--- config.mk ---
export PLATFORM = sky130hd
export DESIGN_NAME = ul_deframer
export DESIGN_NICKNAME = d
export VERILOG_FILES = /design/src/rtl/fec_pkg.sv /design/src/rtl/ul_bit_sampler.sv /design/src/rtl/ul_deframer.sv
export SDC_FILE = /design/constraint.sdc
export NUM_CORES = 1
export LEC_CHECK = 0
export CAP_MARGIN = 15
export CORE_UTILIZATION = 32
export DETAILED_ROUTE_END_ITERATION = 16
export DONT_BUFFER_PORTS = 1
export HOLD_SLACK_MARGIN = 0.02
export PLACE_DENSITY_LB_ADDON = 0.12
export SLEW_MARGIN = 30
export SYNTH_ARGS = -nofsm -noshare
export SYNTH_HDL_FRONTEND = slang
export SYNTH_SLANG_ARGS = --single-unit
--- constraint.sdc ---
create_clock -name clk -period 4.24 [get_ports clk]
set_input_delay 1.06 -clock clk [delete_from_list [all_inputs] [get_ports clk]]
set_output_delay 1.06 -clock clk [all_outputs]
set_load 0.05 [all_outputs]
--- src/rtl/fec_pkg.sv ---
// Shared definitions for the uplink deframer: buffer depth, CRC-8 polynomial,
// FSM state encoding and the serial CRC step.
package fec_pkg;

    localparam int         UL_BUF_DEPTH = 16;
    localparam logic [7:0] UL_CRC_POLY  = 8'h07;

    typedef enum logic [2:0] {
        IDLE,
        RECV,
        CHECK,
        REQ,
        SEND,
        DROP
    } ul_state_t;

    // One MSB-first CRC-8 step for a single received bit
    function automatic logic [7:0] crc8_step(input logic [7:0] crc, input logic din,
                                             input logic [7:0] poly);
        return {crc[6:0], 1'b0} ^ ((crc[7] ^ din) ? poly : 8'h00);
    endfunction

endpackage

--- src/rtl/ul_bit_sampler.sv ---
// Uplink synchronizers, envelope edge detection and mid-bit sample timing.
module ul_bit_sampler #(
    parameter int SERIAL_DIV_WIDTH = 8,
    parameter int SYNC_STAGES      = 2
) (
    input  logic                        clk,
    input  logic                        rst_n,
    input  logic                        ul_in,
    input  logic                        ul_en,
    input  logic [SERIAL_DIV_WIDTH-1:0] ser_clk_div,
    input  logic                        start,
    input  logic                        run,
    output logic                        sample_stb,
    output logic                        sample_bit,
    output logic                        en_rise,
    output logic                        en_fall
);

    logic [SYNC_STAGES-1:0]      in_sync;
    logic [SYNC_STAGES-1:0]      en_sync;
    logic                        in_d;
    logic                        en_d;
    logic [SERIAL_DIV_WIDTH-1:0] bit_tmr;

    always_ff @(posedge clk or negedge rst_n) begin
        if (!rst_n) begin
            in_sync <= '0;
            en_sync <= '0;
            in_d    <= 1'b0;
            en_d    <= 1'b0;
            bit_tmr <= '0;
        end else begin
            in_sync <= {in_sync[SYNC_STAGES-2:0], ul_in};
            en_sync <= {en_sync[SYNC_STAGES-2:0], ul_en};
            // data gets the same extra stage as the edge detector so bit 0 lines up with en_rise
            in_d    <= in_sync[SYNC_STAGES-1];
            en_d    <= en_sync[SYNC_STAGES-1];
            if (start)
                bit_tmr <= ser_clk_div >> 1;
            else if (run)
                bit_tmr <= (bit_tmr == '0) ? ser_clk_div : bit_tmr - 1'b1;
        end
    end

    assign en_rise    =  en_sync[SYNC_STAGES-1] & ~en_d;
    assign en_fall    = ~en_sync[SYNC_STAGES-1] &  en_d;
    assign sample_stb = run && (bit_tmr == '0);
    assign sample_bit = in_d;

endmodule

--- src/rtl/ul_deframer.sv ---
// Uplink receive stage: deserializes framed bytes, checks length and CRC-8,
// and forwards the payload through the second UART TX write port.
module ul_deframer
    import fec_pkg::*;
#(
    parameter int         MDW              = 8,
    parameter int         BUF_DEPTH        = UL_BUF_DEPTH,
    parameter int         SERIAL_DIV_WIDTH = 8,
    parameter logic [7:0] CRC_POLY         = UL_CRC_POLY,
    parameter int         SYNC_STAGES      = 2
) (
    input  logic                        clk,
    input  logic                        rst_n,
    input  logic                        enable,
    input  logic                        ul_in,
    input  logic                        ul_en,
    input  logic [SERIAL_DIV_WIDTH-1:0] ser_clk_div,
    output logic                        uart_req,
    input  logic                        uart_grant,
    input  logic                        uart_tx_full,
    output logic                        uart_wr,
    output logic [MDW-1:0]              uart_wdata,
    output logic                        busy,
    output logic                        frm_ok,
    output logic                        crc_err,
    output logic                        len_err,
    output logic                        ovf_err
);

    localparam int             AW      = $clog2(BUF_DEPTH);
    localparam int             PW      = AW + 1;
    localparam int             BCW     = $clog2(MDW);
    localparam logic [PW-1:0]  DEPTH_P = PW'(BUF_DEPTH);

    ul_state_t        state, next_state;
    logic [PW-1:0]    wr_ptr, rd_ptr;
    logic [BCW-1:0]   bit_cnt;
    logic [MDW-1:0]   shreg;
    logic [7:0]       crc;
    logic [MDW-1:0]   buf_mem [BUF_DEPTH];

    logic             sample_stb, sample_bit, en_rise, en_fall;
    logic             start, byte_done, buf_we;
    logic [MDW-1:0]   shreg_next;

    ul_bit_sampler #(
        .SERIAL_DIV_WIDTH(SERIAL_DIV_WIDTH),
        .SYNC_STAGES     (SYNC_STAGES)
    ) u_sampler (
        .clk        (clk),
        .rst_n      (rst_n),
        .ul_in      (ul_in),
        .ul_en      (ul_en),
        .ser_clk_div(ser_clk_div),
        .start      (start),
        .run        (state == RECV),
        .sample_stb (sample_stb),
        .sample_bit (sample_bit),
        .en_rise    (en_rise),
        .en_fall    (en_fall)
    );

    assign shreg_next = {shreg[MDW-2:0], sample_bit};
    assign byte_done  = sample_stb && (bit_cnt == BCW'(MDW-1));

    always_comb begin
        next_state = state;
        start      = 1'b0;
        buf_we     = 1'b0;
        uart_req   = 1'b0;
        uart_wr    = 1'b0;
        frm_ok     = 1'b0;
        crc_err    = 1'b0;
        len_err    = 1'b0;
        ovf_err    = 1'b0;
        case (state)
            IDLE: begin
                if (en_rise) begin
                    start      = 1'b1;
                    next_state = RECV;
                end
            end
            RECV: begin
                if (byte_done && wr_ptr == DEPTH_P) begin
                    ovf_err    = 1'b1;
                    next_state = en_fall ? IDLE : DROP;
                end else begin
                    buf_we = byte_done;
                    if (en_fall)
                        next_state = CHECK;
                end
            end
            CHECK: begin
                next_state = IDLE;
                if (bit_cnt == '0 && wr_ptr == '0)
                    next_state = IDLE;
                else if (bit_cnt != '0 || wr_ptr < PW'(2))
                    len_err = 1'b1;
                else if (crc != '0)
                    crc_err = 1'b1;
                else
                    next_state = REQ;
            end
            REQ: begin
                uart_req = 1'b1;
                if (uart_grant)
                    next_state = SEND;
            end
            SEND: begin
                uart_req = 1'b1;
                if (uart_grant && !uart_tx_full) begin
                    uart_wr = 1'b1;
                    // trailer sits at wr_ptr-1 and is never forwarded
                    if (rd_ptr == wr_ptr - PW'(2)) begin
                        frm_ok     = 1'b1;
                        next_state = IDLE;
                    end
                end
            end
            DROP: begin
                if (en_fall)
                    next_state = IDLE;
            end
            default: next_state = IDLE;
        endcase
        if (!enable) begin
            next_state = IDLE;
            start      = 1'b0;
            buf_we     = 1'b0;
            uart_wr    = 1'b0;
            frm_ok     = 1'b0;
            crc_err    = 1'b0;
            len_err    = 1'b0;
            ovf_err    = 1'b0;
        end
    end

    always_ff @(posedge clk or negedge rst_n) begin
        if (!rst_n) begin
            state   <= IDLE;
            wr_ptr  <= '0;
            rd_ptr  <= '0;
            bit_cnt <= '0;
            shreg   <= '0;
            crc     <= '0;
        end else begin
            state <= next_state;
            if (start) begin
                wr_ptr  <= '0;
                rd_ptr  <= '0;
                bit_cnt <= '0;
                shreg   <= '0;
                crc     <= '0;
            end else if (sample_stb) begin
                shreg   <= shreg_next;
                crc     <= crc8_step(crc, sample_bit, CRC_POLY);
                bit_cnt <= bit_cnt + 1'b1;
                if (buf_we)
                    wr_ptr <= wr_ptr + 1'b1;
            end
            if (uart_wr)
                rd_ptr <= rd_ptr + 1'b1;
        end
    end

    always_ff @(posedge clk) begin
        if (buf_we)
            buf_mem[wr_ptr[AW-1:0]] <= shreg_next;
    end

    assign uart_wdata = uart_wr ? buf_mem[rd_ptr[AW-1:0]] : '0;
    assign busy       = (state != IDLE);

endmodule

Word-level counts from Yosys, hierarchy flattened
Memories as Yosys holds them, arrays and structs flattened.
Index checks and enable logic that the tools add are counted.
{"block": "op_classes", "mux": 57, "reduce_logical": 21, "eq_ne": 14, "n_addsub": 5, "div_mod_pow": 0, "shift": 0, "n_mul": 0, "magnitude_cmp": 1, "bitwise": 6}
{"operator": "$mux W8", "n": 6}
{"operator": "$mux W3", "n": 12}
{"operator": "$mux W1", "n": 28}
{"operator": "$mux W5", "n": 5}
{"operator": "$pmux W3 S6", "n": 1}
{"operator": "$ne A3 B3 Y1 const B", "n": 5}
{"operator": "$mux W7", "n": 2}
{"operator": "$add A5 B1 Y5 const B", "n": 2}
{"operator": "$eq A3 B3 Y1 const B", "n": 3}
{"operator": "$logic_not A8 Y1", "n": 1}
{"operator": "$reduce_bool A2 Y1", "n": 4}
{"operator": "$reduce_bool A8 Y1", "n": 1}
{"operator": "$sub A8 B1 Y8 const B", "n": 1}
{"operator": "$xor A8 B3 Y8", "n": 1}
{"operator": "$eq A3 B2 Y1 const B", "n": 2}
{"operator": "$logic_not A3 Y1", "n": 2}
{"operator": "$mux W2", "n": 3}
{"operator": "$reduce_and A6 Y1", "n": 1}
{"operator": "$reduce_bool A3 Y1", "n": 2}
{"operator": "$eq A5 B5 Y1", "n": 1}
{"operator": "$eq A5 B5 Y1 const B", "n": 1}
{"operator": "$logic_and A1 B1 Y1", "n": 5}
{"operator": "$logic_not A5 Y1", "n": 1}
{"operator": "$lt A5 B2 Y1 const B", "n": 1}
{"operator": "other kinds (11)", "n": 13}
{"block": "totals", "latchBits": 0, "in_bits": 15, "memories": 1, "romBits": 0, "ff_bits": 45, "ram_bits": 128}
{"memory": "buf_mem", "depth": 16, "word_bits": 8, "rd": 1, "rd_ports_with_merged_regs": 0, "wr": 1, "line": "ul_deframer.sv:40", "rtl": "logic [MDW-1:0] buf_mem [BUF_DEPTH];"}

Depth between registers and ports, before layout
Gate-level depths: netlist of run 1.
{"block": "logic_depth", "ltp_word": 10, "depth_mapped": 8, "mapped_depth_nobuf": 6}

Cells and area by module
Synthesis of run 1 repeated with hierarchy kept, for this count alone.
{"block": "hier_totals", "hier_cells": 492, "hier_area_um2": 7653.6}
{"mod": "ul_deframer", "cells_each": 409, "n_inst": 1, "area_each_um2": 6837.8}
{"mod": "ul_bit_sampler", "cells_each": 83, "n_inst": 1, "area_each_um2": 815.8}

Worst setup path before layout of run 1
Ideal clock, no wire load.
{"block": "synth_timing", "path_type": "input port to output port", "start": "in uart_tx_full", "end": "out frm_ok", "t_required_ns": 3.180, "slack_ns": -0.056, "path_stages": 3, "arrival_time_ns": 3.236, "path_cell_list": "nand2b_1 or4_1 nor4_1"}
{"block": "synth_via", "elab_chain_cells": 5}
{"element": "start, declared", "line": "ul_deframer.sv:20", "rtl": "input logic uart_tx_full,"}
{"element": "$logic_not A1 Y1", "line": "ul_deframer.sv:111", "rtl": "if (uart_grant && !uart_tx_full) begin"}
{"element": "$logic_and A1 B1 Y1", "line": "ul_deframer.sv:111"}
{"element": "$mux W1", "line": "ul_deframer.sv:111"}
{"element": "$mux W1", "line": "ul_deframer.sv:76", "rtl": "case (state)"}
{"element": "$mux W1", "line": "ul_deframer.sv:126", "rtl": "if (!enable) begin"}
{"element": "end, declared", "line": "ul_deframer.sv:24", "rtl": "output logic frm_ok,"}
No other way between the ends.

Worst setup path after layout of run 1
{"block": "layout_timing", "start": "reg wr_ptr[2]", "end": "out frm_ok"}
{"block": "layout_via", "elab_chain_cells": 6}
{"element": "start, declared", "line": "ul_deframer.sv:36", "rtl": "logic [PW-1:0] wr_ptr, rd_ptr;"}
{"element": "start signal, assigned", "line": "ul_deframer.sv:159", "rtl": "wr_ptr <= wr_ptr + 1'b1;"}
{"element": "$sub A5 B2 Y5", "line": "ul_deframer.sv:114", "rtl": "if (rd_ptr == wr_ptr - PW'(2)) begin"}
{"element": "$eq A5 B5 Y1", "line": "ul_deframer.sv:114"}
{"element": "$mux W1", "line": "ul_deframer.sv:114"}
{"element": "$mux W1", "line": "ul_deframer.sv:111"}
{"element": "$mux W1", "line": "ul_deframer.sv:76"}
{"element": "$mux W1", "line": "ul_deframer.sv:126"}
No other way between the ends.

==> qor.yml, run 1 <==
dpl_cell_area_um2: 8110
holdWs_ps: 330
cpPeakStageDelay_ps: 560
drc: 0
fin_crit_ps: 3640
hp-class: "in -> async"
finalClockSkew_ps: 13.3
areaGrowthSynthToFinish_pct: 12.5
cts_root_buf: "clkbuf_16"
cts_max_level: 4
worst_pin_slew_ps: 975
cp_top_family: "simple AND/OR/NAND/NOR gates"
setup_tns_ps: 0
dieHeight_um: 157
start_kind: "flop"
cts_hold_buf: 0
fp.dieW_um: 157
grt_setup_unrepaired: "no"
core-area_um2: 23500
slowest_stage: "dfrtp_1"
wl_per_cell_um: 20.8
synth_cells: 499
grt_antenna_before_repair: 0
syn-num-nets: 526
drv_slew: 0
synth.lib_cells_used.distinct: 61
slew_headroom: 0.346
synth_area_um2: 7720
cp.arrival_ps: 2580
worstSkewPairLatency_ps: 420
finalInstanceArea_um2: 8680
reg2reg_depth: 4
grt_pass1_wl_mm: 26.9
yosysSeqAreaShare: 0.644
grt_max_degree: 46
dpl.hpwl_mm: 10.8
post-route-period-util: 0.857
cellPowerDensity_nw_per_um2: 591
fmax_ghz: 0.275
clk_pin_slew_ps: 70
layout.area.seq_um2: 4970
required_ps: 3180
multi_input_area_um2: 2560
vias: 4234
yosys_warnings: 0
num-nets-final: 534
cts_tree: "yes"
post-cts-setup-buffer-count: 0
synth-edff-count: 128
rrSetupSlack_ps: 1450
start_util: 0.328
worst_r2r_endpoint: "buf_mem[1][6]$_DFFE_PP_"
clock_path_buffers: 2
grt_overflow: 0
status: "finished, final reports clean"
ios: 30
leakage_uw: 0.00302
gpl.final_weighted_congestion: 0.796
post_cts_resized: 0
port_buffers: 0
drt-pass1-iter-count: 4
drive_gt1_frac: 0.198
grt_util_all_layers: 0.151
synth_flop_cell: "edfxtp_1"
hold_viol: 0
maxCapViolCount: 0
ir_drop_mv: 0.237
cts_made_buffers: 17
fillers: 2256
endpoint_kind: "output pin"
synth_area_per_cell_um2: 15.5
r2r_start: "u_sampler.bit_tmr[5]$_DFFE_PN0P_"
ys_seq_elements: 173
synthArstFlopShare: 0.260
drt_iter0_drc: 365
critical_path_class: "reg -> out"
via_per_inst: 5.05
row_count: 56
grt_pass1_vias: 4398
postLayoutCoreUtil: 0.369
die_area_um2: 24700
diodes: 0
cp_max_fo: 13
setup_viol: 0
cp_cell_sequence: "inv_1, ha_1, xnor2_1, or4_1, nor4_2, buf_4"
path_buf_inv: 2
wl_mm: 17.5
final_antenna_net_count: 0
clock_sinks: 173
## worst register-to-register path, cell delays in order (launching register included)
cell and delay (ps):
dfrtp_1 470, or4_1 790, nor3_4 290, and2_4 240, and3_1 620
## Yosys cell counts, types with 2 or more instances
master     number  share of area
or3b_2          3         0.0034
ha_1           12          0.019
nor3_1          5         0.0032
o31ai_1         3         0.0029
a31oi_1         3         0.0024
nand3_1        17          0.011
nor2b_1         8         0.0065
edfxtp_1      128           0.50
dfrtp_1        45           0.15
and2_1         10         0.0081
xnor2_1         9          0.010
nor4_1          7         0.0057
or3_1           2         0.0016
o21ai_0        16          0.010
nor2_1          7         0.0034
o22ai_1         2         0.0016
mux2_2          3         0.0044
a22o_1          2         0.0023
buf_1           2        0.00097
a21oi_1        16          0.010
and4_1          2         0.0023
nand2b_1        7         0.0057
clkbuf_1       15         0.0073
mux2i_1         6         0.0078
and3_1         14          0.011
mux4_2         40           0.12
buf_2           3         0.0019
nand2_1        44          0.021
or4_1           5         0.0049
o221ai_1        3         0.0034
a2bb2oi_1       2         0.0023
inv_1          13         0.0063
nor3b_1         2         0.0019
nor3_4          2         0.0042
a22oi_1         5         0.0049
a211oi_1        2         0.0019
nand4bb_1       2         0.0029
buf_6           6         0.0088
xor2_1          4         0.0045
## registers in the layout, summed over array words and instances (netlist names)
signal and cells:
bit_cnt 3, shreg 7, state 3, rd_ptr 5, u_sampler.in_sync 2, crc 8
u_sampler.en_sync 2, buf_mem 128, wr_ptr 5, u_sampler.en_d 1, u_sampler.bit_tmr 8, u_sampler.sample_bit 1
## area by class of cell
type,count,area share
flip-flops and latches,173,0.573
multi-input cells,286,0.295
clock buffers,19,0.0499
well taps,319,0.0460
clock inverters,13,0.0160
repair buffers,16,0.0153
inverters,13,0.00562
## layer usage
metal	vias to the layer above	routed length (µm)	track usage
met5	-	0	0
met4	0	293	0.0527
met3	20	595	0.0300
met2	68	8690	0.252
met1	2180	7910	0.196
li1	1966	-	-
## per-stage QoR
step | instances | worst slack, ps | total power [µW]
floorplan | 499 | 139 | 3320
global placement | 807 | 773 | 3620
detailed placement | 807 | 723 | 3650
CTS | 839 | 586 | 5200
global route | 839 | 462 | 5400
finish | 839 | 605 | 5130
## cells in the final DEF, fill, tap and decap left out, types with 3 or more instances in the layout
cell type / count
nor4_1: 5
a21oi_1: 16
nor2_1: 7
nor3_1: 5
clkbuf_16: 17
edfxtp_1: 128
nand2b_1: 7
inv_1: 13
o21ai_0: 15
or4_1: 5
nor2b_1: 8
o31ai_1: 3
nand3_1: 17
mux2_2: 3
nand2_1: 44
mux4_2: 40
buf_4: 15
mux2i_1: 6
and2_1: 10
clkinvlp_4: 4
xor2_1: 4
xnor2_1: 9
a31oi_1: 3
o221ai_1: 3
inv_6: 3
or3b_2: 3
and3_1: 14
a22oi_1: 5
ha_1: 12
dfrtp_1: 44
## power by group
part	total (µW)	leakage (µW)	switching (µW)	internal (µW)
Sequential	2350	0.00176	284	2070
Clock	1540	0.000268	668	871
Combinational	1240	0.000983	660	578
## cell families after synthesis
| kind of cell | Yosys count | synth area share |
|---|---|---|
| AND/OR/NAND/NOR | 149 | 0.113 |
| XOR/XNOR | 13 | 0.0148 |
| buffers and inverters | 40 | 0.0263 |
| multiplexers | 49 | 0.129 |
| AO/OA/AOI/OAI | 63 | 0.0537 |
| flip-flops | 173 | 0.644 |
| adder cells (fa/ha/maj) | 12 | 0.0195 |
## worst max-delay path by stage
stage | slack (ps) | startpoint | depth (start not counted) | endpoint
floorplan | 140 | enable | 2 | ovf_err
global placement | 770 | enable | 5 | uart_wdata[7]
detailed placement | 720 | enable | 5 | uart_wdata[1]
CTS | 590 | rd_ptr[0]$_DFFE_PN0P_ | 5 | uart_wdata[6]
global route | 460 | wr_ptr[2]$_DFFE_PN0P_ | 6 | frm_ok
finish | 600 | wr_ptr[2]$_DFFE_PN0P_ | 6 | frm_ok
No activity file was read; power rests on OpenSTA's default activity.
==> inputs of run 2 (changes only) <==
--- a/config.mk
+++ b/config.mk
@@ -5,7 +5,7 @@
 export SDC_FILE = /design/constraint.sdc
 export NUM_CORES = 1
 export LEC_CHECK = 0
-export CAP_MARGIN = 15
+export CAP_MARGIN = 20
 export CORE_UTILIZATION = 32
 export DETAILED_ROUTE_END_ITERATION = 16
 export DONT_BUFFER_PORTS = 1
==> results of run 2 <==
The final DEF is identical to that of run 1; final timing and power are the same.
==> RTL change, RTL diff (flow settings as in run 2) <==
The 6 states of `ul_state_t` get a Gray code encoding in 3 bits.
--- a/src/rtl/fec_pkg.sv
+++ b/src/rtl/fec_pkg.sv
@@ -7,10 +7,10 @@
 
     typedef enum logic [2:0] {
-        IDLE,
-        RECV,
-        CHECK,
-        REQ,
-        SEND,
-        DROP
+        IDLE  = 3'b000,
+        RECV  = 3'b001,
+        CHECK = 3'b011,
+        REQ   = 3'b010,
+        SEND  = 3'b110,
+        DROP  = 3'b111
     } ul_state_t;
 
Check against the original RTL: same outputs for any inputs over 10 cycles, from zero or initial values and one cycle with rst_n low; not proved beyond that.
==> RTL change against run 2 <==
  * Final area decreased by 1.3%
  * Clock skew fell by 0.0017 ns
  * Worst setup slack got worse by 0.23 ns
  * Highest routed layer unchanged
  * Sequential cell count stayed put
  * Routed wire length decreased by 8.3%
  * Fmax decreased by 6.0%
  * Synthesized area down 2.2%
  * Utilization rose by 0.53 points
  * Register-to-register slack worse by 0.18 ns
  * Clock power is 6% lower
  * Die area decreased by 2.1%
  * Power down 12%
  * Non-clock buffer count increased by 7
  * Critical path depth fell by 1
==> RTL change: results (changes against run 2) <==
* Post-CTS setup buffer count at 0 (unchanged)
* GPL Wtd Cong at 0.763 (-4.2%)
* Met3 routed WL at 371 um (-38%)
* DRT Wirelength at 16,000 um (-8.3%)
* Vias in the first global route at 4,314 (-1.9%)
* Slowest stage delay, CP at 0.65 ns (+0.09 ns)
* I/O Buffers at 0 (unchanged)
* DRT iter0 DRCs at 290 (-21%)
* Worst reg2reg path depth at 7 (+3)
* Global Route met2 Usage at 22.8% (-2.4 points)
* Met1 Use GR at 19.6% (about the same)
* CTS Buffer Depth at 2 (unchanged)
* Final cell count without fillers at 824 (-1.8%)
* Power Sequential at 2390 uW (+2%)
* Area contributors post-synth: edfxtp_1, dfrtp_1, mux4_2
* Min cycle time layout at 3.87 ns (+0.231 ns)
* Initial antenna violation count at 0 (unchanged)
* Slew HR at 35.1% (+0.56 points)
* Routed vias at 4,030 (-4.8%)
* Setup crit end: uart_wdata[6]
* Post-DP Area at 8020 um^2 (-1.1%)
* CTS Hold Bufs at 0 (unchanged)
* Maximum vdd drop at 0.260 mV (+9.7%)
* Max FO, Critical Path at 14 (+1)
* Sequential area share after synthesis at 65.8% (+1.4 points)
* Synth top cells by count: edfxtp_1, nand2_1, dfrtp_1, nor2_1, mux4_2
* CP max stage cell: dfrtp_2
* Status: completed
* Largest net degree at the start of global routing at 46 (unchanged)
* Synthesized Nets at 506 (-3.8%)
* Synth Area per Inst at 15.8 um^2 (+1.9%)
* Placed instance count at 792 (-1.9%)
* DR WL met2 at 7700 um (-11%)
* Clock Skews at 0.0116 ns (-0.00170 ns)
* Layout cells sized above 1 at 18.8% (-1.0 points)
* Fin Hold WS at 0.329 ns (-0.00112 ns)
* FF-to-FF Start: u_sampler.bit_tmr[0]
* Wire length on met1 at 7850 um (-0.85%)
* RR Endpoint: buf_mem[13][4]
* Leak Pwr at 0.00306 uW (+1.3%)
* CTS H-tree lvls at 4 (unchanged)
* Number of synthesized flops with an enable pin at 128 (unchanged)
* Netlist cell types at 55 (-9.8%)
* Clk pwr at 1450 uW (-6%)
* Nets at 525 (-1.7%)
* Total GRT Usage at 14.2% (-0.94 points)
* Largest register FFs at 128 (unchanged)
* First-pass GRT wire length at 25,500 um (-5.3%)
* Setup WS pre-CTS at 0.779 ns (+0.0560 ns)
* Net switching power figure at 1340 uW (-17%)
* Crit path DAT at 2.81 ns (+0.23 ns)
* DP Wirelength at 10,600 um (-2.5%)
* Reg2Reg Setup Slack at 1.27 ns (-0.18 ns)
* Grt met3 use at 2.72% (-0.28 points)
* Worst skew pair latency at 0.42 ns (about the same)
* CP top delay family: multiplexers
* Switching Fraction at 29.9% (-1.5 points)
* Critical Path Start: rd_ptr[0]
-- RTL change: cell types whose count changed in the layout (fill, tap and decap cells not counted), moves of 4 or more --
| cell | before | now |
|---|---|---|
| nor2_1 | 7 | 29 |
| mux4_1 | 0 | 18 |
| mux4_2 | 40 | 22 |
| and3_1 | 14 | 1 |
| a21oi_1 | 16 | 7 |
| nor2b_1 | 8 | 0 |
| buf_4 | 15 | 21 |
| mux2i_1 | 6 | 0 |
| nor2_2 | 0 | 5 |
| clkinvlp_4 | 4 | 0 |
-- RTL change: final cells by class --
type,count,area [um^2]
fill,2138,14300
sequential,173,4970
multi-input combinational,272,2420
clock buffer,18,439
tap,313,392
timing repair buffer,23,198
clock inverter,14,108
inverter,11,41.3
-- RTL change: kinds of logic (layout without fill, tap and decap cells) --
logic type	after synthesis	in the layout	share of synthesized area [%]
fa+ha+maj	12	12	1.99
simple gates	149	149	10.3
mux	42	42	13.1
compound gates	51	51	4.37
flops	173	173	65.8
xor+xnor	18	18	2.09
buf+inv	34	66	2.34
